$ cat config.mk
export PLATFORM = sky130hd
export DESIGN_NAME = serial_adder_fsm
export DESIGN_NICKNAME = d
export VERILOG_FILES = /design/src/rtl/serial_adder_pkg.sv /design/src/rtl/serial_adder_fsm_full_adder_cell.sv /design/src/rtl/serial_adder_fsm.sv
export SDC_FILE = /design/constraint.sdc
export NUM_CORES = 1
export LEC_CHECK = 0
export BUFFER_PORTS_ARGS = -buffer_cell sky130_fd_sc_hd__clkbuf_2
export CAP_MARGIN = 10
export CELL_PAD_IN_SITES_DETAIL_PLACEMENT = 0
export CELL_PAD_IN_SITES_GLOBAL_PLACEMENT = 2
export CORE_MARGIN = 10
export CORE_UTILIZATION = 23
export DETAILED_ROUTE_END_ITERATION = 12
export PLACE_DENSITY_LB_ADDON = 0.1
export RECOVER_POWER = 50
export SETUP_SLACK_MARGIN = 0.02
export SLEW_MARGIN = 20
export SYNTH_ARGS = -nofsm -noshare
export SYNTH_HDL_FRONTEND = slang
export SYNTH_SLANG_ARGS = --single-unit
export TNS_END_PERCENT = 50
$ cat constraint.sdc
create_clock -name clk -period 3.15 [get_ports clk]
set_input_delay 0.1575 -clock clk [delete_from_list [all_inputs] [get_ports clk]]
set_output_delay 0.1575 -clock clk [all_outputs]
set_load 0.01 [all_outputs]
$ cat src/rtl/serial_adder_pkg.sv
// serial_adder_pkg
//   Shared types and helpers for the bit-serial adder.
//   - state_t     : controller state encoding (IDLE, RUN, DONE)
//   - cnt_width() : bit-counter width for a given operand width
package serial_adder_pkg;

    typedef enum logic [1:0] {
        IDLE = 2'd0,
        RUN  = 2'd1,
        DONE = 2'd2
    } state_t;

    // The counter only has to reach WIDTH-1, so $clog2(WIDTH) bits suffice even
    // when WIDTH is a power of two. Floor at 1 so the vector never collapses.
    function automatic int cnt_width(input int w);
        return (w < 2) ? 1 : $clog2(w);
    endfunction

endpackage

$ cat src/rtl/serial_adder_fsm_full_adder_cell.sv
// full_adder_cell
//   One-bit full adder built from two half-adder stages and an OR gate.
//   Ports:
//     x, y : operand bits
//     ci   : carry in
//     s    : sum bit
//     co   : carry out
module full_adder_cell
    import serial_adder_pkg::*;
(
    input  logic x,
    input  logic y,
    input  logic ci,
    output logic s,
    output logic co
);

    logic w_s1;
    logic w_c1;
    logic w_c2;

    // first half adder: operands
    assign w_s1 = x ^ y;
    assign w_c1 = x & y;

    // second half adder: partial sum with carry in
    assign s    = w_s1 ^ ci;
    assign w_c2 = w_s1 & ci;

    // at most one of the two stage carries can be set
    assign co   = w_c1 | w_c2;

endmodule

$ cat src/rtl/serial_adder_fsm.sv
// serial_adder_fsm
//   Bit-serial unsigned adder, LSB first, one bit per clock.
//   {cout, sum} = a + b + cin, produced WIDTH+1 cycles after an accepted start.
//   Parameters:
//     WIDTH : operand/sum width, 2..64
//   Ports:
//     clk   : rising-edge clock
//     rst   : asynchronous active-high reset
//     start : request, sampled in IDLE or DONE only
//     a, b  : operands, captured on the accepted start
//     cin   : carry in, captured on the accepted start
//     busy  : high while the addition is running
//     done  : one-cycle pulse when the result is ready
//     sum   : result, held until the next accepted start
//     cout  : carry out of the MSB, held like sum
//     ovf   : signed overflow, held like sum
//             (present only when SERIAL_ADDER_OVF_EN is defined)
module serial_adder_fsm
    import serial_adder_pkg::*;
#(
    parameter int WIDTH = 8
) (
    input  logic             clk,
    input  logic             rst,
    input  logic             start,
    input  logic [WIDTH-1:0] a,
    input  logic [WIDTH-1:0] b,
    input  logic             cin,
    output logic             busy,
    output logic             done,
    output logic [WIDTH-1:0] sum,
    output logic             cout
`ifdef SERIAL_ADDER_OVF_EN
    ,
    output logic             ovf
`endif
);

    localparam int             CW   = cnt_width(WIDTH);
    localparam logic [CW-1:0]  LAST = CW'(WIDTH - 1);

    state_t           r_state;
    logic [WIDTH-1:0] r_a_sh;
    logic [WIDTH-1:0] r_b_sh;
    logic             r_carry;
    logic [CW-1:0]    r_cnt;
    logic [WIDTH-1:0] r_sum;
    logic             r_cout;
    logic             r_busy;
    logic             r_done;

    logic             w_s;
    logic             w_co;

    full_adder_cell u_fa (
        .x  (r_a_sh[0]),
        .y  (r_b_sh[0]),
        .ci (r_carry),
        .s  (w_s),
        .co (w_co)
    );

`ifdef SERIAL_ADDER_OVF_EN
    logic r_ovf;
`endif

    always_ff @(posedge clk or posedge rst) begin
        if (rst) begin
            r_state <= IDLE;
            r_a_sh  <= '0;
            r_b_sh  <= '0;
            r_carry <= 1'b0;
            r_cnt   <= '0;
            r_sum   <= '0;
            r_cout  <= 1'b0;
            r_busy  <= 1'b0;
            r_done  <= 1'b0;
`ifdef SERIAL_ADDER_OVF_EN
            r_ovf   <= 1'b0;
`endif
        end else begin
            case (r_state)
                IDLE, DONE: begin
                    r_done <= 1'b0;
                    if (start) begin
                        r_a_sh  <= a;
                        r_b_sh  <= b;
                        r_carry <= cin;
                        r_cnt   <= '0;
                        r_sum   <= '0;
                        r_cout  <= 1'b0;
`ifdef SERIAL_ADDER_OVF_EN
                        r_ovf   <= 1'b0;
`endif
                        r_busy  <= 1'b1;
                        r_state <= RUN;
                    end else begin
                        r_state <= IDLE;
                    end
                end
                RUN: begin
                    // sum fills from the MSB side; after WIDTH shifts bit 0 is the LSB
                    r_sum   <= {w_s, r_sum[WIDTH-1:1]};
                    r_carry <= w_co;
                    r_a_sh  <= r_a_sh >> 1;
                    r_b_sh  <= r_b_sh >> 1;
                    r_cnt   <= r_cnt + CW'(1);
                    if (r_cnt == LAST) begin
                        r_cout  <= w_co;
`ifdef SERIAL_ADDER_OVF_EN
                        // r_carry is the carry into the MSB on this last bit
                        r_ovf   <= r_carry ^ w_co;
`endif
                        r_busy  <= 1'b0;
                        r_done  <= 1'b1;
                        r_state <= DONE;
                    end
                end
                default: begin
                    r_busy  <= 1'b0;
                    r_done  <= 1'b0;
                    r_state <= IDLE;
                end
            endcase
        end
    end

    assign busy = r_busy;
    assign done = r_done;
    assign sum  = r_sum;
    assign cout = r_cout;
`ifdef SERIAL_ADDER_OVF_EN
    assign ovf  = r_ovf;
`endif

endmodule

==> results of run 1 <==
==> path summary, 6_finish.rpt <==
check	slack, ps	endpoint	startpoint
worst max-delay path	1050	sum[7]	rst
worst min-delay path	110	r_b_sh[7]	b[7]
worst max register to register	1310	r_carry	r_state[0]
worst min register to register	510	r_a_sh[7]	r_a_sh[7]
max in group clk	1310	r_carry	r_state[0]
min in group asynchronous	1050	r_a_sh[5]	rst
==> logic make-up (layout without fill, tap and decap cells) <==
| family | count (synthesis) | after routing | synth area share |
|---|---|---|---|
| compound gates | 41 | 41 | 0.191 |
| mux | 11 | 11 | 0.0744 |
| buf+inv | 16 | 45 | 0.0569 |
| fa+ha+maj | 3 | 3 | 0.0301 |
| simple gates | 30 | 30 | 0.112 |
| flops | 32 | 32 | 0.535 |
==> where the power goes <==
part	total [mW]	switching, mW	leakage, nW	internal (mW)
Sequential	0.764	0.168	0.389	0.596
Clock	0.397	0.162	0.0552	0.235
Combinational	0.621	0.316	0.345	0.305
==> area by class of cell <==
cell class | instances | share of cell area
Sequential cell | 32 | 0.447
Multi-Input combinational cell | 85 | 0.341
Timing Repair Buffer | 32 | 0.0880
Tap cell | 77 | 0.0538
Clock buffer | 6 | 0.0405
Clock inverter | 2 | 0.0196
Inverter | 5 | 0.0105
==> layer usage <==
layer / routed length, um / GRT usage / part of all wire / up-vias
li1: - / - / - / 537
met1: 1760 / 0.0886 / 0.47 / 544
met2: 1750 / 0.118 / 0.47 / 23
met3: 196 / 0.0370 / 0.052 / 4
met4: 47 / 0.0261 / 0.013 / 0
met5: 0 / 0 / 0 / -
==> placed cells by master, fill, tap and decap left out, drive strengths merged, types with 5 or more instances in the layout <==
| cell type | count |
|---|---|
| mux2i | 10 |
| inv | 5 |
| clkbuf | 37 |
| a22o | 12 |
| o22ai | 5 |
| a21oi | 10 |
| dfrtp | 32 |
| nor2b | 10 |
| nor2 | 9 |
| a211oi | 9 |
==> registers in the layout, indices dropped and copies added, names as in the netlist <==
| name | flops |
|---|---|
| r_a_sh | 8 |
| r_b_sh | 8 |
| sum | 8 |
| r_cnt | 3 |
| r_state | 2 |
| busy | 1 |
| cout | 1 |
| r_carry | 1 |
==> critical path: stages <==
cell and delay (ps):
dlygate4sd3_1 540, clkbuf_2 100, inv_1 40, clkbuf_1 1300
==> through the flow <==
| step | util | total power, mW | cell area [sq um] | hold slack (ps) | worst slack, ps |
|---|---|---|---|---|---|
| 2_1_floorplan | - | 1.25 | 1500 | 274 | 1800 |
| 3_3_place_gp | 0.265 | 1.40 | 1680 | 258 | 1360 |
| 3_5_place_dp | 0.265 | 1.42 | 1680 | 261 | 1270 |
| 4_1_cts | 0.284 | 1.82 | 1800 | 121 | 1260 |
| 5_1_grt | 0.282 | 1.94 | 1790 | 97.5 | 661 |
| 6_report | 0.282 | 1.78 | 1790 | 110 | 1050 |
==> what timing repair did <==
action | CTS | global route
hold buffers | 1 | 0
resized for setup | 0 | 0
setup endpoints to repair | 0 | 0
hold endpoints to repair | 32 | 0
==> results.py, run 1 <==
metrics = {
    "yosys": {
        "ys_seq_elements": 32,
        "synthCells": 133,
        "synth_edf_count": 0,
        "synth_nets": 156,
        "synth_commonest_cells": "dfrtp_1, a22o_1, a21oi_1, mux2i_1, nor2b_1",
        "synth-main-ff-cell": "dfrtp_1",
        "synth_most_common_cell": "dfrtp_1",
        "synth_top_area_frac": 0.535,
        "ys_types": 26,
        "synth_top_cell_by_area": "dfrtp_1",
        "synth_area_sq_mm": 0.00150,
        "seq_area_frac_synth": 0.535,
        "synth.top_cells.by_area": "dfrtp_1, a22o_1, mux2i_1, a211oi_1, nor2b_1",
        "synth_warnings": 0,
        "syn_area_per_cell_sq_um": 11.3,
        "async_reset_ff_frac": 1.00,
    },
    "run_status": {
        "outcome": "finished, violations left",
        "violations": "max-capacitance violations, max-slew violations",
    },
    "route": {
        "dr_total_vias": 1108,
        "drtPass1Iterations": 3,
        "wl_um": 3750,
        "ant_nets": 0,
        "vias_per_cell": 4.64,
        "wl_per_cell_um": 15.7,
        "first_iter_violations": 7,
        "drc": 0,
    },
    "placed_design": {
        "place_inst": 230,
        "hpwlAfterDp_um": 2530,
        "numPortBuffers": 30,
        "place_congestion": 0.670,
    },
    "global_route": {
        "grt_pass1_wl_um": 5940,
        "track_usage": 0.0758,
        "overflow": 0,
        "grt_max_degree": 33,
        "antenna_found_initial": 0,
        "grt_pass1_vias": 1144,
    },
    "floorplanning": {
        "fp-row-count": 29,
        "die_area_sq_mm": 0.0101,
        "die_w_um": 101,
        "die_h_um": 101,
        "core_area_sq_mm": 0.00635,
        "start_util": 0.236,
        "io_pins": 31,
    },
    "timing": {
        "min_period_ps": 2100,
        "slew_viol_final": 33,
        "tns_ps": 0,
        "worstMarginPinSlew_ps": 1820,
        "setup_viol": 0,
        "grt_setup_unrepaired": "no",
        "hold_violations": 0,
        "skew_ps": 10.3,
        "period_share": 0.668,
        "slew-limit-headroom": -0.214,
        "max_freq_ghz": 0.475,
    },
    "min_path": {
        "whs_path_depth": 2,
        "hold_path_class": "input pin to flop",
    },
    "cells_and_area": {
        "diodes": 0,
        "seq_area_sq_um": 801,
        "final_layout_size_suffix_gt1_frac": 0.216,
        "instances_no_fill": 239,
        "syn_to_final_growth_pct": 19.7,
        "nFillCells": 646,
        "multi_input_area_sq_um": 611,
        "layout.nets": 184,
    },
    "clock_tree": {
        "cts_buffer_depth": 2,
        "clk_latency_ps": 290,
        "tritoncts": "done",
        "h-tree-depth": 2,
        "cts_buffers": 5,
        "cts_root_buf": "clkbuf_8",
        "post_cts_buffers": 0,
        "cts.reportedPaths.clkPinSlew_ps": 70,
        "clock-sinks": 32,
    },
    "worst_setup_path": {
        "reg2reg_depth": 3,
        "crit_fanout": 32,
        "crit_type": "input pin to asynchronous set/reset pin",
        "worstSetupEndpointType": "asynchronous set/reset pin",
        "arrival_ps": 2150,
        "worstPathRequired_ps": 3200,
        "start_kind": "input pin",
    },
    "job": {
        "maxCapViolCount": 1,
    },
    "power_and_ir_drop": {
        "power_density_mw_per_mm2": 995,
        "ir_worst_vdd_v": 0.000309,
        "leakage_nw": 0.789,
    },
}
(Power assumes the default switching activity.)
==> inputs of run 2 (changes only) <==
==> constraint.sdc (replaced) <==
create_clock -name clk -period 1.9 [get_ports clk]
set_input_delay 0.095 -clock clk [delete_from_list [all_inputs] [get_ports clk]]
set_output_delay 0.095 -clock clk [all_outputs]
set_load 0.01 [all_outputs]
==> run 2 against run 1 <==
- the flow now finishes without violations
- clock skew fell by 1.9 ps
- via count fell by 0.54%
- routed wire length rose by 0.59%
- register-to-register slack got worse by 810 ps
- design area rose by 2.8%
- clock-buffer cell count rose by 1
- highest routed layer unchanged
==> results.py, run 2 (synthesis results as in run 1) <==
metrics = {
    "power_and_ir_drop": {
        "pwr-share-comb": 0.370,
        "p_sw_mw": 1.07,
        "power_density_mw_per_mm2": 1650,
        "swShare": 0.350,
        "seqPwrFrac": 0.396,
        "p_int_mw": 1.98,
        "clockPowerShare": 0.234,
        "ir_worst_vdd_v": 0.000448,
        "leakage_nw": 0.821,
    },
    "timing": {
        "setup_viol": 0,
        "hold_violations": 0,
        "worstMarginPinSlew_ps": 833,
        "max_freq_ghz": 0.712,
        "skew_ps": 8.43,
        "slew_viol_final": 0,
        "slew-limit-headroom": 0.445,
        "setup_ws_ps": 496,
        "period_share": 0.739,
        "min_period_ps": 1400,
        "tns_ps": 0,
        "hold_slack_ps": 42.3,
        "grt_setup_unrepaired": "no",
    },
    "worst_setup_path": {
        "r2r_start": "r_cnt[0]",
        "crit_start": "r_cnt[0]",
        "crit_slowest_cell": "dfrtp_1",
        "crit_type": "flop to flop",
        "start_kind": "flop",
        "path_cells": "ha_1, ha_1, mux2_2, a22o_1",
        "arrival_ps": 1570,
        "max_stage_delay_ps": 400,
        "worstPathRequired_ps": 2070,
        "cpMostUsedCell": "ha_1",
        "worstSetupEndpointType": "flop",
        "crit_fanout": 3,
    },
    "cells_and_area": {
        "diodes": 0,
        "syn_to_final_growth_pct": 23.1,
        "final_cell_mix": "dfrtp_1, clkbuf_2, a22o_1",
        "final_common_cell": "dfrtp_1",
        "final_layout_size_suffix_gt1_frac": 0.247,
        "layout.nets": 188,
        "nFillCells": 647,
    },
    "global_route": {
        "overflow": 0,
        "grt_max_degree": 33,
        "track_usage": 0.0784,
        "antenna_found_initial": 0,
        "busiest_layer": "met2",
        "grt_use_met1": 0.0941,
        "use_met3": 0.0350,
        "grt_pass1_vias": 1219,
        "grt_pass1_wl_um": 6230,
        "grtUsageMet2": 0.122,
    },
    "clock_tree": {
        "ctsResizeCount": 0,
        "post_cts_buffers": 0,
        "ctsHoldBuffers": 1,
        "cts.reportedPaths.clkPinSlew_ps": 70,
        "h-tree-depth": 2,
        "cts_root_buf": "clkbuf_8",
        "cts_buffers": 5,
        "clk_latency_ps": 280,
        "clock-sinks": 32,
        "cts_buffer_depth": 2,
        "tritoncts": "done",
    },
    "route": {
        "drc": 0,
        "wl_um": 3770,
        "drtPass1Iterations": 4,
        "first_iter_violations": 35,
        "wl_per_cell_um": 15.5,
        "vias_per_cell": 4.53,
        "dr_total_vias": 1102,
        "ant_nets": 0,
    },
    "floorplanning": {
        "die_w_um": 101,
        "core_area_sq_mm": 0.00635,
        "io_pins": 31,
        "die_area_sq_mm": 0.0101,
        "fp-row-count": 29,
        "die_h_um": 101,
        "start_util": 0.236,
    },
    "min_path": {
        "hold_path_class": "input pin to flop",
        "hp-start": "b[7]",
    },
    "job": {
        "maxCapViolCount": 0,
    },
    "placed_design": {
        "dp_slack_ps": 487,
        "hpwlAfterDp_um": 2600,
        "place_congestion": 0.744,
        "numPortBuffers": 30,
    },
    "run_status": {
        "outcome": "finished clean",
    },
}
-- run 2: changes by cell type in the layout (fill, tap and decap cells not counted), sizes merged --
cell,before,now
clkinv,1,0
clkbuf,37,38
buf,0,4
-- run 2: critical path: cells and delay by family, from the launching register on --
kind / cells / cell delay (ps)
AO/OA/AOI/OAI: 1 / 180
multiplexers: 1 / 260
adder cells (fa/ha/maj): 2 / 460
flip-flops: 1 / 400
-- run 2: power by group through the flow --
stage	clock (mW)	combinational [mW]	sequential (mW)
2_1_floorplan	0	0.885	1.19
3_3_place_gp	0	1.14	1.22
3_5_place_dp	0	1.16	1.22
4_1_cts	0.744	1.17	1.21
5_1_grt	0.778	1.30	1.25
6_report	0.713	1.13	1.21
-- run 2: cell type report --
type	count	area, sq um	area share
clock buffers	7	96.3	0.0523
clock inverters	1	30.0	0.0163
inverters	5	18.8	0.0102
multi-input cells	85	611	0.332
flip-flops and latches	32	801	0.435
well taps	77	96.3	0.0523
repair buffers	36	189	0.103
-- run 2: final timing paths --
path | endpoint | slack (ps) | cells past startpoint
max in group asynchronous | r_a_sh[3] | 790 | 4
max reg2reg | r_cnt[2] | 500 | 4
min reg2reg | r_b_sh[3] | 510 | 2
min | r_b_sh[7] | 40 | 2
min in group asynchronous | r_b_sh[4] | 590 | 4
max | r_cnt[2] | 500 | 4
-- run 2: per-layer routing --
metal / share of wire / wire [um]
met1: 0.48 / 1800
met2: 0.46 / 1710
met3: 0.065 / 244
met4: 0.0019 / 7
met5: 0 / 0
-- run 2: metrics by stage --
step / util / cells / total power, mW / instance area [sq um]
after floorplan: - / 133 / 2.07 / 1500
after global placement: 0.270 / 234 / 2.36 / 1710
after detailed placement: 0.270 / 234 / 2.38 / 1710
after CTS: 0.291 / 243 / 3.12 / 1850
after global routing: 0.290 / 243 / 3.33 / 1840
final: 0.290 / 243 / 3.05 / 1840
==> inputs of run 3 (changes only) <==
--- a/config.mk
+++ b/config.mk
@@ -5,6 +5,7 @@
 export SDC_FILE = /design/constraint.sdc
 export NUM_CORES = 1
 export LEC_CHECK = 0
+export ABC_AREA = 1
 export BUFFER_PORTS_ARGS = -buffer_cell sky130_fd_sc_hd__clkbuf_2
 export CAP_MARGIN = 10
 export CELL_PAD_IN_SITES_DETAIL_PLACEMENT = 0
==> constraint.sdc (replaced) <==
create_clock -name clk -period 1.45 [get_ports clk]
set_input_delay 0.0725 -clock clk [delete_from_list [all_inputs] [get_ports clk]]
set_output_delay 0.0725 -clock clk [all_outputs]
set_load 0.01 [all_outputs]
==> run 3 against run 2 <==
- clock skew increased by 5.9 ps
- utilization grew 0.35 points
- worst hold slack got worse by 3.0 ps
- sequential power is 29% higher
- global-route usage rose by 0.48 points
==> results.py, run 3 <==
metrics = {
    "run_status": {
        "outcome": "finished clean",
    },
    "yosys": {
        "ys_seq_elements": 32,
        "synth_commonest_cells": "nand2_1, inv_1, dfrtp_1",
        "synth_top_area_frac": 0.498,
        "synth_edf_count": 0,
        "synth-main-ff-cell": "dfrtp_1",
        "synth_nets": 228,
        "synth_area_sq_mm": 0.00161,
        "ys_types": 19,
        "synthCells": 205,
        "synth_most_common_cell": "nand2_1",
        "async_reset_ff_frac": 1.00,
        "synth.top_cells.by_area": "dfrtp_1, nand2_1, nand3_1, inv_1, buf_6",
        "synth_warnings": 0,
        "seq_area_frac_synth": 0.498,
        "synth_top_cell_by_area": "dfrtp_1",
        "syn_area_per_cell_sq_um": 7.84,
    },
    "min_path": {
        "hp-start": "b[7]",
        "whs_path_depth": 3,
        "hold_path_class": "input pin to flop",
    },
    "global_route": {
        "antenna_found_initial": 0,
        "track_usage": 0.0832,
        "grt_pass1_vias": 1463,
        "overflow": 0,
        "grt_pass1_wl_um": 7360,
        "grt_max_degree": 33,
    },
    "cells_and_area": {
        "syn_to_final_growth_pct": 24.1,
        "final_cell_area_sq_mm": 0.00199,
        "layout.nets": 267,
        "final_layout_size_suffix_gt1_frac": 0.196,
        "diodes": 0,
        "final_common_cell": "nand2_1",
        "final_cell_mix": "nand2_1, inv_1, dfrtp_1",
        "nFillCells": 769,
    },
    "clock_tree": {
        "ctsHoldBuffers": 2,
        "ctsResizeCount": 0,
        "tritoncts": "done",
        "cts_root_buf": "clkbuf_8",
        "cts_buffers": 5,
        "clock-sinks": 32,
        "cts_buffer_depth": 2,
        "h-tree-depth": 2,
        "cts.reportedPaths.clkPinSlew_ps": 70,
        "post_cts_buffers": 0,
        "clk_latency_ps": 290,
    },
    "floorplanning": {
        "die_h_um": 104,
        "die_w_um": 104,
        "core_area_sq_mm": 0.00679,
        "io_pins": 31,
        "fp-row-count": 30,
        "die_area_sq_mm": 0.0107,
        "start_util": 0.236,
    },
    "worst_setup_path": {
        "worstPathRequired_ps": 1680,
        "crit_fanout": 2,
        "timing.rr.end": "sum[7]",
        "crit_start": "r_carry",
        "reg2reg_depth": 4,
        "worstSetupEndpointType": "flop",
        "start_kind": "flop",
        "rrSetupSlack_ps": 180,
        "arrival_ps": 1490,
        "crit_end": "sum[7]",
        "crit_type": "flop to flop",
        "r2r_start": "r_carry",
    },
    "job": {
        "maxCapViolCount": 0,
    },
    "power_and_ir_drop": {
        "pwr-share-comb": 0.461,
        "clockPowerShare": 0.191,
        "swShare": 0.419,
        "leakage_nw": 1.15,
        "ir_worst_vdd_v": 0.000533,
        "p_sw_mw": 1.88,
        "seqPwrFrac": 0.347,
        "p_int_mw": 2.60,
        "power_density_mw_per_mm2": 2250,
    },
    "timing": {
        "period_share": 0.875,
        "slew_viol_final": 0,
        "tns_ps": 0,
        "hold_slack_ps": 39.4,
        "slew-limit-headroom": 0.410,
        "worstMarginPinSlew_ps": 886,
        "hold_violations": 0,
        "grt_setup_unrepaired": "no",
        "setup_viol": 0,
        "max_freq_ghz": 0.788,
        "skew_ps": 14.3,
        "min_period_ps": 1270,
    },
    "placed_design": {
        "placed_area_sq_mm": 0.00188,
        "hpwlAfterDp_um": 2810,
        "numPortBuffers": 30,
        "place_congestion": 0.693,
    },
    "route": {
        "first_iter_violations": 37,
        "ant_nets": 0,
        "drc": 0,
        "dr_total_vias": 1348,
        "drtPass1Iterations": 4,
        "wl_per_cell_um": 12.4,
        "vias_per_cell": 3.95,
        "wl_um": 4210,
    },
}
-- run 3: worst max-delay path: stages, from the launching register on --
cell and delay (ps):
dfrtp_1 350, inv_1 60, fa_1 450, or2_2 290, nand2_1 60
-- run 3: logic make-up (layout without fill, tap and decap cells) --
family / Yosys count / in the layout / synth area share
buf+inv: 46 / 86 / 0.132
fa+ha+maj: 3 / 3 / 0.0280
flops: 32 / 32 / 0.498
simple gates: 119 / 119 / 0.324
compound gates: 5 / 5 / 0.0179
-- run 3: power by group through the flow --
stage | Sequential, mW | Clock (mW) | Combinational [mW]
3_5_place_dp | 1.58 | 0 | 2.15
2_1_floorplan | 1.57 | 0 | 1.54
3_3_place_gp | 1.58 | 0 | 2.16
6_report | 1.56 | 0.858 | 2.07
5_1_grt | 1.60 | 0.931 | 2.44
4_1_cts | 1.56 | 0.892 | 2.16
-- run 3: worst min-delay path by stage --
| stage | end | slack, ps |
|---|---|---|
| global route | r_b_sh[7] | 80 |
| CTS | r_b_sh[7] | 50 |
| global placement | r_a_sh[6] | 190 |
| detailed placement | sum[0] | 180 |
| finish | r_b_sh[7] | 40 |
| floorplan | busy | 190 |
-- run 3: final cells by class --
type / instances / area (sq um) / share of cell area
Tap cell: 96 / 120 / 0.0602
Clock buffer: 6 / 72.6 / 0.0364
Sequential cell: 32 / 801 / 0.402
Timing Repair Buffer: 40 / 221 / 0.111
Clock inverter: 2 / 35.0 / 0.0176
Multi-Input combinational cell: 127 / 594 / 0.298
Inverter: 38 / 150 / 0.0753
-- run 3: stage by stage --
stage	total power, mW	cells	worst slack (ps)	utilization
floorplan	3.11	205	223	-
global placement	3.74	331	200	0.276
detailed placement	3.72	331	189	0.276
CTS	4.61	341	171	0.295
global route	4.98	341	82.5	0.294
finish	4.48	341	181	0.294
-- run 3: routing by layer --
metal | vias to the layer above | routed length (um) | global-route usage
met5 | - | 0 | 0
met4 | 0 | 43 | 0.0292
met3 | 7 | 219 | 0.0304
met2 | 27 | 1820 | 0.128
met1 | 623 | 2130 | 0.104
li1 | 691 | - | -
